$ cat config.mk
export PLATFORM = sky130hd
export DESIGN_NAME = sfx_arbiter
export DESIGN_NICKNAME = d
export VERILOG_FILES = /design/src/rtl/sfx_arbiter.sv
export SDC_FILE = /design/constraint.sdc
export NUM_CORES = 1
export LEC_CHECK = 0
export BUFFER_PORTS_ARGS = -buffer_cell sky130_fd_sc_hd__buf_2
export CAP_MARGIN = 20
export CORE_ASPECT_RATIO = 0.7
export CORE_MARGIN = 2
export CORE_UTILIZATION = 45
export CTS_CLUSTER_SIZE = 8
export DETAILED_ROUTE_END_ITERATION = 16
export PLACE_DENSITY = 0.67
export RECOVER_POWER = 50
export SYNTH_ARGS = -nofsm -noshare
export SYNTH_HDL_FRONTEND = slang
export SYNTH_SLANG_ARGS = --single-unit
$ cat constraint.sdc
create_clock -name clk -period 2.21 [get_ports clk]
set_clock_uncertainty 0.15 [all_clocks]
set_input_delay 0.442 -clock clk [delete_from_list [all_inputs] [get_ports clk]]
set_output_delay 0.442 -clock clk [all_outputs]
set_load 0.02 [all_outputs]
$ cat src/rtl/sfx_arbiter.sv
// -----------------------------------------------------------------------------
// sfx_arbiter
//   Fixed-priority arbiter/scheduler for the single audio tone generator.
//   Game logic fires one-cycle sound-event requests; each one is latched into a
//   pending bit. One event at a time gets the tone generator and plays for a
//   fixed number of video frames. A silent gap of GAP_FRAMES frames follows
//   each event. A pending event with higher priority than the one playing
//   aborts the current event, which is dropped.
//
// Ports
//   clk          in   1        system clock
//   resetN       in   1        synchronous active-low reset
//   frame_start  in   1        one-cycle pulse per video frame (time base)
//   req          in   NUM_REQ  one-cycle event pulses, index 0 = highest priority
//   sound        out  CODE_W   tone code to the generator, 0 = silence
//   enable_sound out  1        high while an event is playing
//   active_id    out  ID_W     index of the playing event, 0 when idle
//   busy         out  1        high in PLAY or GAP
//   preempted    out  1        one-cycle pulse when a playing event is aborted
// -----------------------------------------------------------------------------
module sfx_arbiter #(
  parameter int                     NUM_REQ    = 4,
  parameter int                     CODE_W     = 4,
  parameter int                     DUR_W      = 5,
  parameter logic [NUM_REQ*CODE_W-1:0] REQ_CODES = {4'h7, 4'h6, 4'h3, 4'h4},
  parameter logic [NUM_REQ*DUR_W-1:0]  REQ_DURS  = {5'd5, 5'd4, 5'd3, 5'd3},
  parameter int                     GAP_FRAMES = 1,
  localparam int                    ID_W       = (NUM_REQ > 1) ? $clog2(NUM_REQ) : 1
) (
  input  logic              clk,
  input  logic              resetN,
  input  logic              frame_start,
  input  logic [NUM_REQ-1:0] req,
  output logic [CODE_W-1:0] sound,
  output logic              enable_sound,
  output logic [ID_W-1:0]   active_id,
  output logic              busy,
  output logic              preempted
);

  // Gap counter is sized to hold GAP_FRAMES (at least one bit wide).
  localparam int GAP_W    = $clog2(GAP_FRAMES + 2);
  localparam bit HAS_GAP  = (GAP_FRAMES > 0);

  typedef enum logic [1:0] {
    ST_IDLE = 2'd0,
    ST_PLAY = 2'd1,
    ST_GAP  = 2'd2
  } state_t;

  // ---------------------------------------------------------------------------
  // Table lookups and priority encoding
  // ---------------------------------------------------------------------------

  // Play duration for an event; a table entry of zero still plays one frame.
  function automatic logic [DUR_W-1:0] dur_of(input logic [ID_W-1:0] idx);
    logic [DUR_W-1:0] d;
    d = REQ_DURS[int'(idx) * DUR_W +: DUR_W];
    if (d == {DUR_W{1'b0}}) begin
      return {{(DUR_W-1){1'b0}}, 1'b1};
    end else begin
      return d;
    end
  endfunction

  // Tone code for an event.
  function automatic logic [CODE_W-1:0] code_of(input logic [ID_W-1:0] idx);
    return REQ_CODES[int'(idx) * CODE_W +: CODE_W];
  endfunction

  // Lowest set index of a request vector (0 when none is set).
  function automatic logic [ID_W-1:0] lowest_set(input logic [NUM_REQ-1:0] vec);
    logic [ID_W-1:0] idx;
    idx = {ID_W{1'b0}};
    for (int i = NUM_REQ - 1; i >= 0; i--) begin
      if (vec[i]) begin
        idx = ID_W'(i);
      end else begin
        idx = idx;
      end
    end
    return idx;
  endfunction

  // ---------------------------------------------------------------------------
  // State
  // ---------------------------------------------------------------------------
  state_t              state_r;
  logic [NUM_REQ-1:0]  pending_r;
  logic [DUR_W-1:0]    dur_cnt_r;
  logic [GAP_W-1:0]    gap_cnt_r;
  logic [ID_W-1:0]     active_id_r;
  logic [CODE_W-1:0]   sound_r;
  logic                enable_r;
  logic                busy_r;
  logic                preempted_r;

  state_t              state_s;
  logic [NUM_REQ-1:0]  pending_s;
  logic [NUM_REQ-1:0]  clear_s;
  logic [DUR_W-1:0]    dur_cnt_s;
  logic [GAP_W-1:0]    gap_cnt_s;
  logic [ID_W-1:0]     active_id_s;
  logic [CODE_W-1:0]   sound_s;
  logic                enable_s;
  logic                busy_s;
  logic                preempt_s;

  logic                has_pend_s;
  logic [ID_W-1:0]     low_idx_s;

  assign has_pend_s = |pending_r;
  assign low_idx_s  = lowest_set(pending_r);

  // Next-state, counters, pending bookkeeping and next output values.
  always_comb begin
    state_s     = state_r;
    dur_cnt_s   = dur_cnt_r;
    gap_cnt_s   = gap_cnt_r;
    active_id_s = active_id_r;
    preempt_s   = 1'b0;
    clear_s     = {NUM_REQ{1'b0}};

    case (state_r)
      ST_IDLE: begin
        // Grant immediately; frame_start in this cycle is irrelevant because
        // the duration counter is loaded with the full value.
        if (has_pend_s) begin
          state_s            = ST_PLAY;
          active_id_s        = low_idx_s;
          dur_cnt_s          = dur_of(low_idx_s);
          clear_s[low_idx_s] = 1'b1;
        end else begin
          state_s     = ST_IDLE;
          active_id_s = {ID_W{1'b0}};
        end
      end

      ST_PLAY: begin
        // The lowest pending index is below active_id only when a strictly
        // higher-priority event is waiting; equal or lower ones keep waiting.
        if (has_pend_s && (low_idx_s < active_id_r)) begin
          active_id_s        = low_idx_s;
          dur_cnt_s          = dur_of(low_idx_s);
          clear_s[low_idx_s] = 1'b1;
          preempt_s          = 1'b1;
        end else if (frame_start) begin
          if (dur_cnt_r <= {{(DUR_W-1){1'b0}}, 1'b1}) begin
            dur_cnt_s = {DUR_W{1'b0}};
            if (HAS_GAP) begin
              state_s   = ST_GAP;
              gap_cnt_s = GAP_W'(GAP_FRAMES);
            end else begin
              state_s     = ST_IDLE;
              active_id_s = {ID_W{1'b0}};
            end
          end else begin
            dur_cnt_s = dur_cnt_r - {{(DUR_W-1){1'b0}}, 1'b1};
          end
        end else begin
          dur_cnt_s = dur_cnt_r;
        end
      end

      ST_GAP: begin
        // active_id is held through the gap and cleared on return to IDLE.
        if (frame_start) begin
          if (gap_cnt_r <= {{(GAP_W-1){1'b0}}, 1'b1}) begin
            state_s     = ST_IDLE;
            gap_cnt_s   = {GAP_W{1'b0}};
            active_id_s = {ID_W{1'b0}};
          end else begin
            gap_cnt_s = gap_cnt_r - {{(GAP_W-1){1'b0}}, 1'b1};
          end
        end else begin
          gap_cnt_s = gap_cnt_r;
        end
      end

      default: begin
        state_s     = ST_IDLE;
        dur_cnt_s   = {DUR_W{1'b0}};
        gap_cnt_s   = {GAP_W{1'b0}};
        active_id_s = {ID_W{1'b0}};
      end
    endcase

    // A new request on the bit being granted re-arms it (set wins).
    pending_s = (pending_r & ~clear_s) | req;

    if (state_s == ST_PLAY) begin
      sound_s  = code_of(active_id_s);
      enable_s = 1'b1;
    end else begin
      sound_s  = {CODE_W{1'b0}};
      enable_s = 1'b0;
    end
    busy_s = (state_s != ST_IDLE);
  end

  // State, counters and registered outputs with synchronous active-low reset.
  always_ff @(posedge clk) begin
    if (!resetN) begin
      state_r     <= ST_IDLE;
      pending_r   <= {NUM_REQ{1'b0}};
      dur_cnt_r   <= {DUR_W{1'b0}};
      gap_cnt_r   <= {GAP_W{1'b0}};
      active_id_r <= {ID_W{1'b0}};
      sound_r     <= {CODE_W{1'b0}};
      enable_r    <= 1'b0;
      busy_r      <= 1'b0;
      preempted_r <= 1'b0;
    end else begin
      state_r     <= state_s;
      pending_r   <= pending_s;
      dur_cnt_r   <= dur_cnt_s;
      gap_cnt_r   <= gap_cnt_s;
      active_id_r <= active_id_s;
      sound_r     <= sound_s;
      enable_r    <= enable_s;
      busy_r      <= busy_s;
      preempted_r <= preempt_s;
    end
  end

  assign sound        = sound_r;
  assign enable_sound = enable_r;
  assign active_id    = active_id_r;
  assign busy         = busy_r;
  assign preempted    = preempted_r;

endmodule
==> results.cfg <==
[run_status]
outcome = finished, final reports clean

[floorplanning]
core_area_mm2 = 0.00255
die_h_um = 48.2
io_pins = 16
fp.dieW_um = 67.1
start_util = 0.492
dieArea_mm2 = 0.00323
std_cell_rows = 15

[sta]
fin_ws_ns = 0.0374
period_minus_slack_ns = 2.17
period_share = 0.983
final-hold-violation-count = 0
holdWs_ns = 0.241
setup-violations-final = 0
max_freq_mhz = 460
slew_violations = 0
grt_setup_unrepaired = true

[power]
irDropWorstVdd_mv = 0.480
p_per_area_mw_per_mm2 = 946
p_leak_nw = 0.612

[drt]
drt_iter0_drc = 146
antenna_left = 0
drc_errors = 0
dr.pass1.iters = 4
wl_per_cell_um = 15.3
viasPerCell = 5.75
totalWireLength_mm = 3.16
vias = 1184

[placed_design]
gp_congestion = 0.857
io_buffers = 14
post-place-ws_ns = -0.0275
dpl-instance-area_mm2 = 0.00143
dp_hpwl_mm = 2.24

[worst_setup_path]
critPathCaptureType = register
cp_max_fo = 6
crit_required_ns = 2.25
cpPeakStageDelay_ns = 0.43
critPathTopFamily = compound AO/OA/AOI/OAI gates
critPathBufInv = 1
cp-start-kind = register
critical_path_class = reg -> reg
critPathSlowestCell = a221o_2
crit_chain = nor2_4 -> o21ai_2 -> inv_2 -> ha_4 -> a21boi_4 -> o21a_4 -> o211a_1 -> a221o_2 -> a211oi_2
critPathArrivalTime_ns = 2.21

[yosys]
syn-instance-count = 145
ys.warnings.count = 0
synthesis.nets = 159
yosysUniqueCellTypes = 51
synth_seq_cells = 21
syn_avg_cell_area_um2 = 8.65
ys_async_sr_fraction = 0
seq_area_frac_synth = 0.335
ys.flop_type = dfxtp_1
synth_edf_count = 0
synth_area_mm2 = 0.00125

[hold_path]
hold_path.class = in -> reg

[clock_network]
root_buffer = clkbuf_8
cts_tree = built
htreeDepth = 1
clock_latency_ns = 0.26
numCtsBuffers = 3
cts_buffer_depth = 2
ctsHoldBuffers = 0
cts.sinks = 21
clkSlewWorstSetupHoldPaths_ns = 0.08

[finish]
drive_gt1_frac = 0.297
final_area_mm2 = 0.00155
syn2layout_area_growth_pct = 23.2
layout_commonest_cell = dfxtp_1
nets = 187
layout_common_cells = dfxtp_1, buf_4, inv_1, a21oi_1, nor2_1
diodes = 0

[grt]
globalRoute.totalOverflow = 0
grt_max_degree = 12
antenna_found_initial = 0
grt_pass1_vias = 1048
track_usage = 0.206
grt_pass1_wl_mm = 4.92

[run]
drv_cap = 0
-- path summary, 6_finish.rpt --
| check | from | end | slack (ns) | cells after the start |
|---|---|---|---|---|
| worst min register to register | gap_cnt_r[1]$_SDFFE_PN0P_ | gap_cnt_r[1]$_SDFFE_PN0P_ | 0.34 | 2 |
| worst min-delay path | req[0] | pending_r[0]$_SDFF_PN0_ | 0.24 | 3 |
| worst max register to register | pending_r[1]$_SDFF_PN0_ | sound[1]$_SDFF_PN0_ | 0.04 | 9 |
| worst max-delay path | pending_r[1]$_SDFF_PN0_ | sound[1]$_SDFF_PN0_ | 0.04 | 9 |
-- area by class of cell --
cell class	instances	area, um^2
Timing Repair Buffer	28	166
Clock buffer	4	45.0
Tap cell	34	42.5
Multi-Input combinational cell	104	812
Fill cell	249	1010
Sequential cell	21	424
Inverter	15	56.3
-- power breakdown --
group | internal [mW] | leakage, nW | switching [mW]
Combinational | 0.301 | 0.415 | 0.415
Clock | 0.129 | 0.0228 | 0.130
Sequential | 0.440 | 0.174 | 0.0479
Total | 0.869 | 0.612 | 0.593
-- sequential cells by signal (all words and copies together), names as in the netlist --
register and flops:
dur_cnt_r 5, pending_r 4, sound 3, active_id 2, gap_cnt_r 2, state_r 2
busy 1, enable_sound 1, preempted 1
-- through the flow --
step	power (mW)	TNS (ns)	utilization	instances
finish	1.46	0	0.606	206
global placement	1.12	0	0.559	199
CTS	1.39	0	0.579	204
global route	1.56	-0.0766	0.606	206
floorplan	0.961	0	-	145
detailed placement	1.13	-0.0340	0.559	199
-- synthesized netlist by cell type, drive strengths merged (2+ instances only) --
cell type,n,area share
and2,2,0.012
nor3,9,0.036
a211o,2,0.022
nor2,12,0.038
nand2,7,0.021
nand2b,4,0.020
o21a,2,0.018
dfxtp,21,0.33
inv,14,0.042
a21oi,13,0.052
o211ai,4,0.024
nor4,3,0.027
a311oi,3,0.026
o211a,2,0.016
ha,7,0.070
clkbuf,2,0.0070
o21ai,7,0.037
buf,3,0.024
a211oi,4,0.024
o31ai,2,0.012
-- layer usage --
layer  part of all wire  track usage  vias to the layer above  wire length [um]
met3              0.059       0.0554                        2               187
met2               0.46        0.331                       32              1440
met5                  0            0                        -                 0
li1                   -            -                      589                 -
met1               0.48        0.284                      561              1520
met4             0.0025       0.0449                        0                 8
-- repair_timing --
action	in CTS	in global routing
endpoints found under the setup margin	4	14
pin swaps	2	8
resized for setup	0	13
setup buffers	1	2
-- worst reg2reg max path: cells and delay by family, from the launching register on --
kind	cells	cell delay, ns
compound gates	6	1.23
fa+ha+maj	1	0.19
buf+inv	1	0.08
flops	1	0.34
simple gates	1	0.11
-- logic make-up (layout without fill, tap and decap cells) --
group                      count (synthesis)  after routing  synth area share
AOI/OAI and AO/OA                         52             52             0.318
xor gates and xnor gates                   1              1           0.00698
adders and majority gates                  7              7            0.0698
buffers and inverters                     20             47            0.0758
DFF                                       21             21             0.335
muxes                                      1              1           0.00798
other                                      1              1           0.00299
and+or+nand+nor                           42             42             0.183
Note: power is estimated with default switching activity, not from simulation.
